--- src/rtl/seq_alu_p.sv ---
// seq_alu_p: multi-cycle signed ALU with add, subtract, Booth multiply
// and restoring divide. A three-state FSM (IDLE, CALC, DONE) runs each
// operation. Results and flags are registered and held while done is high.
module seq_alu_p #(
    parameter int N = 16,
    parameter int M = 8
) (
    input  logic             clk,
    input  logic             reset_n,
    input  logic             start,
    input  logic [1:0]       op_select,
    input  logic [N-1:0]     op1,
    input  logic [M-1:0]     op2,
    output logic [N+M-1:0]   res,
    output logic [N-1:0]     quo,
    output logic [M-1:0]     rem,
    output logic             ovf,
    output logic             dz,
    output logic             busy,
    output logic             done
);

    localparam int CW = $clog2(N + 2);

    localparam logic [N-1:0] ONE_N  = {{(N-1){1'b0}}, 1'b1};
    localparam logic [M-1:0] ONE_M  = {{(M-1){1'b0}}, 1'b1};
    localparam logic [M:0]   ONE_M1 = {{M{1'b0}}, 1'b1};

    localparam logic [1:0] OP_ADD = 2'b00;
    localparam logic [1:0] OP_SUB = 2'b01;
    localparam logic [1:0] OP_MUL = 2'b10;

    typedef enum logic [1:0] {
        IDLE,
        CALC,
        DONE
    } state_t;

    state_t         state_q, state_d;
    logic [CW-1:0]  cnt_q, cnt_d;
    logic [1:0]     op_q, op_d;
    logic [N-1:0]   a_q, a_d;
    logic [M-1:0]   b_q, b_d;

    // Booth multiplier: accumulator carries one guard bit, multiplier and Q(-1) shift below it
    logic [N:0]     acc_q, acc_d;
    logic [M-1:0]   mr_q, mr_d;
    logic           qm1_q, qm1_d;

    // Restoring divider: dividend magnitude shifts out of dq as quotient bits shift in
    logic [N-1:0]   dq_q, dq_d;
    logic [M:0]     rq_q, rq_d;
    logic [M-1:0]   dvs_q, dvs_d;
    logic           dovf_q, dovf_d;

    logic [N+M-1:0] res_q, res_d;
    logic [N-1:0]   quo_q, quo_d;
    logic [M-1:0]   rem_q, rem_d;
    logic           ovf_q, ovf_d;
    logic           dz_q, dz_d;
    logic           busy_q, busy_d;
    logic           done_q, done_d;

    logic [CW-1:0]  last_cnt;
    logic [N:0]     a_ext;
    logic [N:0]     b_ext;
    logic [N:0]     sum;
    logic [N:0]     acc_sum;
    logic [M:0]     rshift;
    logic [M:0]     dvs_ext;
    logic           q_neg;

    // Final counter value for the latched operation; divide by zero finishes in one cycle
    always_comb begin
        last_cnt = '0;
        case (op_q)
            OP_MUL:  last_cnt = CW'(M);
            OP_ADD,
            OP_SUB:  last_cnt = '0;
            default: last_cnt = (b_q == '0) ? '0 : CW'(N + 1);
        endcase
    end

    // Datapath helpers: exact N+1-bit add/sub, Booth partial sum, restoring trial shift
    always_comb begin
        a_ext   = {a_q[N-1], a_q};
        b_ext   = {{(N+1-M){b_q[M-1]}}, b_q};
        sum     = (op_q == OP_SUB) ? (a_ext - b_ext) : (a_ext + b_ext);
        case ({mr_q[0], qm1_q})
            2'b01:   acc_sum = acc_q + a_ext;
            2'b10:   acc_sum = acc_q - a_ext;
            default: acc_sum = acc_q;
        endcase
        rshift  = {rq_q[M-1:0], dq_q[N-1]};
        dvs_ext = {1'b0, dvs_q};
        q_neg   = a_q[N-1] ^ b_q[M-1];
    end

    // Next-state and next-register logic for the IDLE/CALC/DONE controller
    always_comb begin
        state_d = state_q;
        cnt_d   = cnt_q;
        op_d    = op_q;
        a_d     = a_q;
        b_d     = b_q;
        acc_d   = acc_q;
        mr_d    = mr_q;
        qm1_d   = qm1_q;
        dq_d    = dq_q;
        rq_d    = rq_q;
        dvs_d   = dvs_q;
        dovf_d  = dovf_q;
        res_d   = res_q;
        quo_d   = quo_q;
        rem_d   = rem_q;
        ovf_d   = ovf_q;
        dz_d    = dz_q;
        busy_d  = busy_q;
        done_d  = done_q;

        case (state_q)
            IDLE, DONE: begin
                if (start) begin
                    state_d = CALC;
                    cnt_d   = '0;
                    op_d    = op_select;
                    a_d     = op1;
                    b_d     = op2;
                    acc_d   = '0;
                    mr_d    = op2;
                    qm1_d   = 1'b0;
                    dq_d    = op1[N-1] ? (~op1 + ONE_N) : op1;
                    rq_d    = '0;
                    dvs_d   = op2[M-1] ? (~op2 + ONE_M) : op2;
                    dovf_d  = 1'b0;
                    ovf_d   = 1'b0;
                    dz_d    = 1'b0;
                    busy_d  = 1'b1;
                    done_d  = 1'b0;
                end
            end
            CALC: begin
                if (cnt_q == last_cnt) begin
                    state_d = DONE;
                    busy_d  = 1'b0;
                    done_d  = 1'b1;
                    case (op_q)
                        OP_ADD, OP_SUB: begin
                            res_d = {{(M-1){sum[N]}}, sum};
                            quo_d = '0;
                            rem_d = '0;
                            ovf_d = sum[N] ^ sum[N-1];
                            dz_d  = 1'b0;
                        end
                        OP_MUL: begin
                            res_d = {acc_q[N-1:0], mr_q};
                            quo_d = '0;
                            rem_d = '0;
                            ovf_d = 1'b0;
                            dz_d  = 1'b0;
                        end
                        default: begin
                            res_d = '0;
                            if (b_q == '0) begin
                                quo_d = '1;
                                rem_d = '0;
                                ovf_d = 1'b0;
                                dz_d  = 1'b1;
                            end else begin
                                quo_d = dq_q;
                                rem_d = rq_q[M-1:0];
                                ovf_d = dovf_q;
                                dz_d  = 1'b0;
                            end
                        end
                    endcase
                end else begin
                    cnt_d = cnt_q + CW'(1);
                    if (op_q == OP_MUL) begin
                        {acc_d, mr_d, qm1_d} = {acc_sum[N], acc_sum, mr_q};
                    end else if (cnt_q < CW'(N)) begin
                        if (rshift >= dvs_ext) begin
                            rq_d = rshift - dvs_ext;
                            dq_d = {dq_q[N-2:0], 1'b1};
                        end else begin
                            rq_d = rshift;
                            dq_d = {dq_q[N-2:0], 1'b0};
                        end
                    end else begin
                        dq_d   = q_neg ? (~dq_q + ONE_N) : dq_q;
                        rq_d   = a_q[N-1] ? (~rq_q + ONE_M1) : rq_q;
                        dovf_d = ~q_neg & dq_q[N-1];
                    end
                end
            end
            default: state_d = IDLE;
        endcase
    end

    // State and datapath registers; reset drops any partial result immediately
    always_ff @(posedge clk or negedge reset_n) begin
        if (!reset_n) begin
            state_q <= IDLE;
            cnt_q   <= '0;
            op_q    <= '0;
            a_q     <= '0;
            b_q     <= '0;
            acc_q   <= '0;
            mr_q    <= '0;
            qm1_q   <= 1'b0;
            dq_q    <= '0;
            rq_q    <= '0;
            dvs_q   <= '0;
            dovf_q  <= 1'b0;
            res_q   <= '0;
            quo_q   <= '0;
            rem_q   <= '0;
            ovf_q   <= 1'b0;
            dz_q    <= 1'b0;
            busy_q  <= 1'b0;
            done_q  <= 1'b0;
        end else begin
            state_q <= state_d;
            cnt_q   <= cnt_d;
            op_q    <= op_d;
            a_q     <= a_d;
            b_q     <= b_d;
            acc_q   <= acc_d;
            mr_q    <= mr_d;
            qm1_q   <= qm1_d;
            dq_q    <= dq_d;
            rq_q    <= rq_d;
            dvs_q   <= dvs_d;
            dovf_q  <= dovf_d;
            res_q   <= res_d;
            quo_q   <= quo_d;
            rem_q   <= rem_d;
            ovf_q   <= ovf_d;
            dz_q    <= dz_d;
            busy_q  <= busy_d;
            done_q  <= done_d;
        end
    end

    assign res  = res_q;
    assign quo  = quo_q;
    assign rem  = rem_q;
    assign ovf  = ovf_q;
    assign dz   = dz_q;
    assign busy = busy_q;
    assign done = done_q;

endmodule

--- config.mk ---
export PLATFORM = sky130hd
export DESIGN_NAME = seq_alu_p
export DESIGN_NICKNAME = d
export VERILOG_FILES = /design/src/rtl/seq_alu_p.sv
export SDC_FILE = /design/constraint.sdc
export NUM_CORES = 1
export LEC_CHECK = 0
export ABC_AREA = 0
export CAP_MARGIN = 20
export CELL_PAD_IN_SITES_DETAIL_PLACEMENT = 1
export CELL_PAD_IN_SITES_GLOBAL_PLACEMENT = 2
export CORE_UTILIZATION = 36
export CTS_CLUSTER_DIAMETER = 150
export DETAILED_ROUTE_END_ITERATION = 6
export GPL_ROUTABILITY_DRIVEN = 0
export PLACE_DENSITY_LB_ADDON = 0.1
export RECOVER_POWER = 25
export SYNTH_ARGS = -nofsm -noshare
export SYNTH_HDL_FRONTEND = slang
export SYNTH_SLANG_ARGS = --single-unit
--- constraint.sdc ---
create_clock -name clk -period 4.15 [get_ports clk]
set_input_delay 0.83 -clock clk [delete_from_list [all_inputs] [get_ports clk]]
set_output_delay 0.83 -clock clk [all_outputs]
set_load 0.03 [all_outputs]
Yosys cells after proc, flatten, opt, wreduce, memory -nomap -nowiden
Index checks and enable logic that the tools add are counted.
{ "classes": {"eq_ne": 15, "reduce_logical": 16, "magnitude_cmp": 2, "muxes": 60, "n_bitwise": 8, "n_addsub": 10} }
{ "ops": {"columns": ["op", "count"], "rows": [
  ["2-to-1 mux 16 bit", 8],
  ["2-to-1 mux 17 bit", 4],
  ["one-hot mux 17 bit (2 select lines)", 2],
  ["2-to-1 mux 9 bit", 6],
  ["2-to-1 mux 8 bit", 6],
  ["one-hot mux 24 bit (2 select lines)", 1],
  ["adder 16 x 1 -> 16 bit (second input constant)", 2],
  ["inverter 16 bit", 2],
  ["one-hot mux 16 bit (2 select lines)", 1],
  ["one-hot mux 5 bit (2 select lines)", 2],
  ["one-hot mux 9 bit (2 select lines)", 1],
  ["adder 16 x 8 -> 17 bit", 1],
  ["adder 17 bit", 1],
  ["subtractor 16 x 8 -> 17 bit", 1],
  ["subtractor 17 bit", 1],
  ["one-hot mux 8 bit (2 select lines)", 1],
  ["2-to-1 mux 1 bit", 15],
  ["2-to-1 mux 5 bit", 3],
  ["AND reduction 5 bit", 3],
  ["one-hot mux 1 bit (2 select lines)", 7],
  ["inequality test 2 bit (second input constant)", 6],
  ["adder 9 x 1 -> 9 bit (second input constant)", 1],
  ["greater-or-equal comparator 9 x 8 -> 1 bit", 1],
  ["inverter 9 bit", 1],
  ["other kinds (22)", 34]
]} }
{ "totals": {"reg_bits": 145, "out_inout_bits": 52, "elab_cells": 130} }

Depth between registers and ports, before layout
Gate-level depths: netlist of the first run.
{ "depth": {"word_depth": 7, "mapped_depth": 17} }

Least setup slack after synthesis of the first run
OpenSTA, ideal clock, no wires.
{ "synth_path": {"path_type": "register to register", "from": "register b_q[2]", "to": "register ovf_q (netlist: ovf)", "stages_incl_launch_ff": 16, "arrival_ns": 3.478, "setup_slack_ns": 0.590, "synth_period_minus_slack_ns": 3.560, "path_buffers": 0, "path_cell_list": "dfrtp_1 -> nor3_2 -> nand3_1 -> nor3_1 -> inv_1 -> ha_1 -> nand2_1 -> o21ai_0 -> ha_1 -> a21oi_1 -> o21ai_0 -> a21o_1 -> a31oi_1 -> mux2_2 -> a221o_1 -> o21ai_0"} }
{ "synth_via": {"elab_chain_cells": 6, "word_cells_on_any_way": 14} }
{ "synth_lines": {"columns": ["item", "line", "text"], "rows": [
  ["from (decl)", "43", "logic [M-1:0] b_q, b_d;"],
  ["from (signal assigned)", "207", "b_q <= '0;"],
  ["from (signal assigned)", "227", "b_q <= b_d;"],
  ["adder 16 x 8 -> 17 bit, or another cell as far along", "88", "sum = (op_q == OP_SUB) ? (a_ext - b_ext) : (a_ext + b_ext);"],
  ["2-to-1 mux 17 bit / 2-to-1 mux 5 bit (equally long branches)", "88, 80", null],
  ["bitwise XOR 1 bit / one-hot mux 5 bit (2 select lines) (equally long branches)", "152, 76", null],
  ["one-hot mux 1 bit (2 select lines) / == test 5 bit (equally long branches)", "147, 143", null],
  ["2-to-1 mux 1 bit / inequality test 2 bit (equally long branches)", null, null],
  ["one-hot mux 1 bit (2 select lines) / AND reduction 3 bit (equally long branches)", null, null],
  ["to (signal assigned)", "238", "ovf_q <= ovf_d;"],
  ["to (decl)", "59", "logic ovf_q, ovf_d;"]
]} }
Parallel ways exist; a longest one is shown, timed or not. The select of a mux whose other input is x is not followed.
A chain may end at the register's enable or synchronous reset.

Final worst setup path of the first run
{ "layout_path": {"from": "register a_q[1]", "to": "register acc_q[15]"} }
{ "layout_via": {"elab_chain_cells": 5, "word_cells_on_any_way": 6} }
{ "layout_lines": {"columns": ["item", "line", "text"], "rows": [
  ["from (decl)", "42", "logic [N-1:0] a_q, a_d;"],
  ["from (signal assigned)", "206", "a_q <= '0;"],
  ["from (signal assigned)", "226", "a_q <= a_d;"],
  ["subtractor 17 bit / adder 17 bit (equally long branches)", "91, 90", null],
  ["one-hot mux 17 bit (2 select lines) (*)", "89", "case ({mr_q[0], qm1_q})"],
  ["2-to-1 mux 17 bit (*)", "179", "if (op_q == OP_MUL) begin"],
  ["2-to-1 mux 17 bit (*)", "143", "if (cnt_q == last_cnt) begin"],
  ["one-hot mux 17 bit (2 select lines) (*)", "121", "case (state_q)"],
  ["to (signal assigned)", "208", "acc_q <= '0;"],
  ["to (signal assigned)", "228", "acc_q <= acc_d;"],
  ["to (decl)", "46", "logic [N:0] acc_q, acc_d;"]
]} }
Every way passes the cells marked *; elsewhere a longest branch is shown, timed or not. The select of a mux whose other input is x is not followed.

==> run metrics, run 1 <==
Num CTS Buffers=17; Setup Skew=about 0.015 ns; DRC=5; most used flip-flop cell after synthesis=dfrtp_1; # H-tree levels=4; Worst Path Arrival=4.22 ns; Worst path max stage delay=approximately 0.67 ns; Async SR Flop Fraction=1.000; Nets=1334; Netlist Area Pre-Place=9687 µm²; hold_sp=rem[3]; RR Endpoint=acc_q[15]; Fin. Hold Viols=0; Worst-Margin Slew=between 2 and 3 ns; crit-path cells=inv_1 -> ha_1 -> or4b_2 -> nor4_1 -> nor2_1 -> xnor2_1 -> ha_1 -> or3_1 -> or3_1 -> o31ai_1 -> o31ai_1 -> o41ai_1 -> xnor2_1 -> o22ai_1; CTS Root Cell=clkbuf_16; routed len/inst=19.23 µm; worst path bufs/invs=1; met2 Track Usage GR=0.3737; Vias/cell=5.470; GRT Max-Usage Layer=met2; HP Class=flop to flop; Synth cell types=approximately 70; hold path cells=2; critical path's top delay family=simple AND/OR/NAND/NOR gates; Final Max Tran Viols=61; Post-synth EDFFs=0; Worst Hold End=rem[3]; Routed Wire Length=30740 µm; Iter 0 DRT Violations=456; met3 Usage GRT=0.03051; total core area=about 26000 µm²; CTS tree=yes; Site Rows=59; clock sinks=142; Die Width=between 150 and 200 µm; Fill cells=3084; Hold Worst Slack=between 0.4 and 0.5 ns; Die Area=27570 µm²; Port Buffer Count=80; Tcrit/Tclk final=0.9415; failing checks=DRC, capacitance limit, slew limit; Multi-input gate area=5747 µm²; antenna diode count=0; most frequent cells in the layout=nand2_1, dfrtp_1, o21ai_0; Synth Instances=1196; Synth Net Count=1278; FF-to-FF setup slack=0.24 ns; number of synthesis warnings=0; # Post-CTS Setup Buffers=0; clock slew at reported path FFs=0.07 ns; via count=8747; CP endpoint kind=flop; normalized max-slew margin=-0.9643; Crit Path Class=flop to flop; Die Span Y=166.0 µm; Required @ worst endpoint=roughly 4.5 ns; met1 Usage GRT=0.3310; Area Overhead vs Synth=18.28%; status=finished, violations left; most common cell after layout, fill and taps aside=nand2_1; R2R Path Start=a_q[1]; clock insertion delay at the later pin of the skew report=around 0.43 ns; register area=3553 µm²; max-cap check violation count=1; DR pass1 iterations=7; Starting Density=0.3696; share of cells above drive strength 1=0.06962; max frequency=255.9 MHz; Startpoint Class=flop; gr ovfl total=0; Synth Register Bits=roughly 140; # IOs=around 80; Crit-path slowest cell=or4b_2; CP max FO=6; Post-Syn Area per Cell=8.099 µm²; r2r worst-path depth=14; initial antenna violation count=0; Total GRT Usage=0.2314; hold buffers post-CTS=0; Final ANT Viol Nets=0; RSZ-0062 raised after global routing=false; post-route setup TNS=0 ns; # setup viols final=0; Seq/Total Area, Yosys=0.3668; Clock Tree Buf Depth=2; placed wire-length estimate=23110 µm; vias in the first global route=about 9000; crit path time final=3.907 ns; largest net degree at the start of global routing=62; first-pass GRT wire length=50310 µm
==> worst min-delay path: stages (launching register included) <==
cell and delay, ns:
dfrtp_1 0.34, nand2_1 0.05, nand2_1 0.05
==> stage by stage <==
step	utilization	worst slack (ns)	instances	instance area, µm²
after floorplan	-	0.5896	1196	9687
after global routing	0.4372	0.007883	1599	11460
final	0.4372	0.2428	1599	11460
after CTS	0.4368	0.2439	1599	11450
after detailed placement	0.4147	0.2616	1568	10870
after global placement	0.4147	0.3255	1568	10870
==> registers in the layout, summed over array words and instances (netlist names), 2 cells and up <==
name and cells:
a_q 16, acc_q 16, b_q 8, cnt_q 5, dq_q 16, dvs_q 7, mr_q 8, op_q 2
quo 16, rem 8, res 24, rq_q 8, state_q 2
==> layer usage <==
metal / vias to the layer above / part of all wire / wire length [µm]
met4: 0 / 0.0070 / 216
li1: 4325 / - / -
met2: 102 / 0.46 / 14220
met5: - / 0 / 0
met3: 16 / 0.024 / 728
met1: 4304 / 0.51 / 15580
==> logic make-up (layout without fill, tap and decap cells) <==
kind of cell,count (synthesis),after routing,synth area share
AO/OA/AOI/OAI,354,354,0.2222
multiplexers,19,19,0.02015
adder cells (fa/ha/maj),53,53,0.07078
AND/OR/NAND/NOR,453,453,0.2151
flip-flops,142,142,0.3668
XOR/XNOR,68,68,0.06148
buffers and inverters,107,175,0.04353
==> cells in the mapped netlist, types with 5 or more instances <==
cell        n  share of area
xor2_1     22          0.020
o41ai_1     5         0.0045
nor2_1     99          0.038
ha_1       50          0.065
o21ai_0   142          0.073
o22ai_1    10         0.0065
buf_1       5         0.0019
o31ai_1    18          0.014
mux2i_1    15          0.015
a21o_1      9         0.0070
o211ai_1   15          0.012
nor3_1     26          0.013
dfrtp_1   142           0.37
nand2_1   200          0.077
or4_1       7         0.0054
clkbuf_1   57          0.022
a22o_1      8         0.0072
inv_1      39          0.015
a31oi_1    12         0.0077
a211oi_1    6         0.0046
nand4_1     5         0.0032
a32oi_1     5         0.0045
or2_2      10         0.0065
a21oi_1    75          0.039
nor4_1      6         0.0039
xnor2_1    46          0.042
nand3_1    26          0.013
nor2b_1    16          0.010
or3_1       8         0.0052
nand2b_1   21          0.014
o21a_1     14          0.011
==> area by class of cell <==
| class | instances | area share |
|---|---|---|
| multi-input combinational | 947 | 0.5016 |
| sequential | 142 | 0.3101 |
| timing repair buffer | 105 | 0.08835 |
| clock buffer | 19 | 0.03866 |
| tap | 335 | 0.03658 |
| inverter | 39 | 0.01278 |
| clock inverter | 12 | 0.01190 |
==> worst max path at each step <==
stage                     cells after the start         to  startpoint
final                                        14  acc_q[15]      a_q[1]
after global routing                         14  acc_q[15]      a_q[1]
after CTS                                    14  acc_q[15]      a_q[1]
after detailed placement                     14  acc_q[15]      a_q[1]
after global placement                       14  acc_q[15]      a_q[1]
after floorplan                              15        ovf      b_q[2]
==> repair_timing <==
item / CTS / global route
resized for setup: 0 / 3
setup endpoints to repair: 0 / 9
endpoints found under the hold margin: 0 / 0
Power of run 1 is left out: the tool's default activity adds up to more than one toggle a clock period on the data nets, which glitch-free logic cannot reach.
==> run 2: changes to the inputs <==
--- a/config.mk
+++ b/config.mk
@@ -6,6 +6,7 @@
 export NUM_CORES = 1
 export LEC_CHECK = 0
 export ABC_AREA = 0
+export ABC_CLOCK_PERIOD_IN_PS = 4150
 export CAP_MARGIN = 20
 export CELL_PAD_IN_SITES_DETAIL_PLACEMENT = 1
 export CELL_PAD_IN_SITES_GLOBAL_PLACEMENT = 2
==> results of run 2 <==
Same layout as run 1: the final DEF is identical, and so are final timing and power.
Power of run 2 is left out for the same reason.
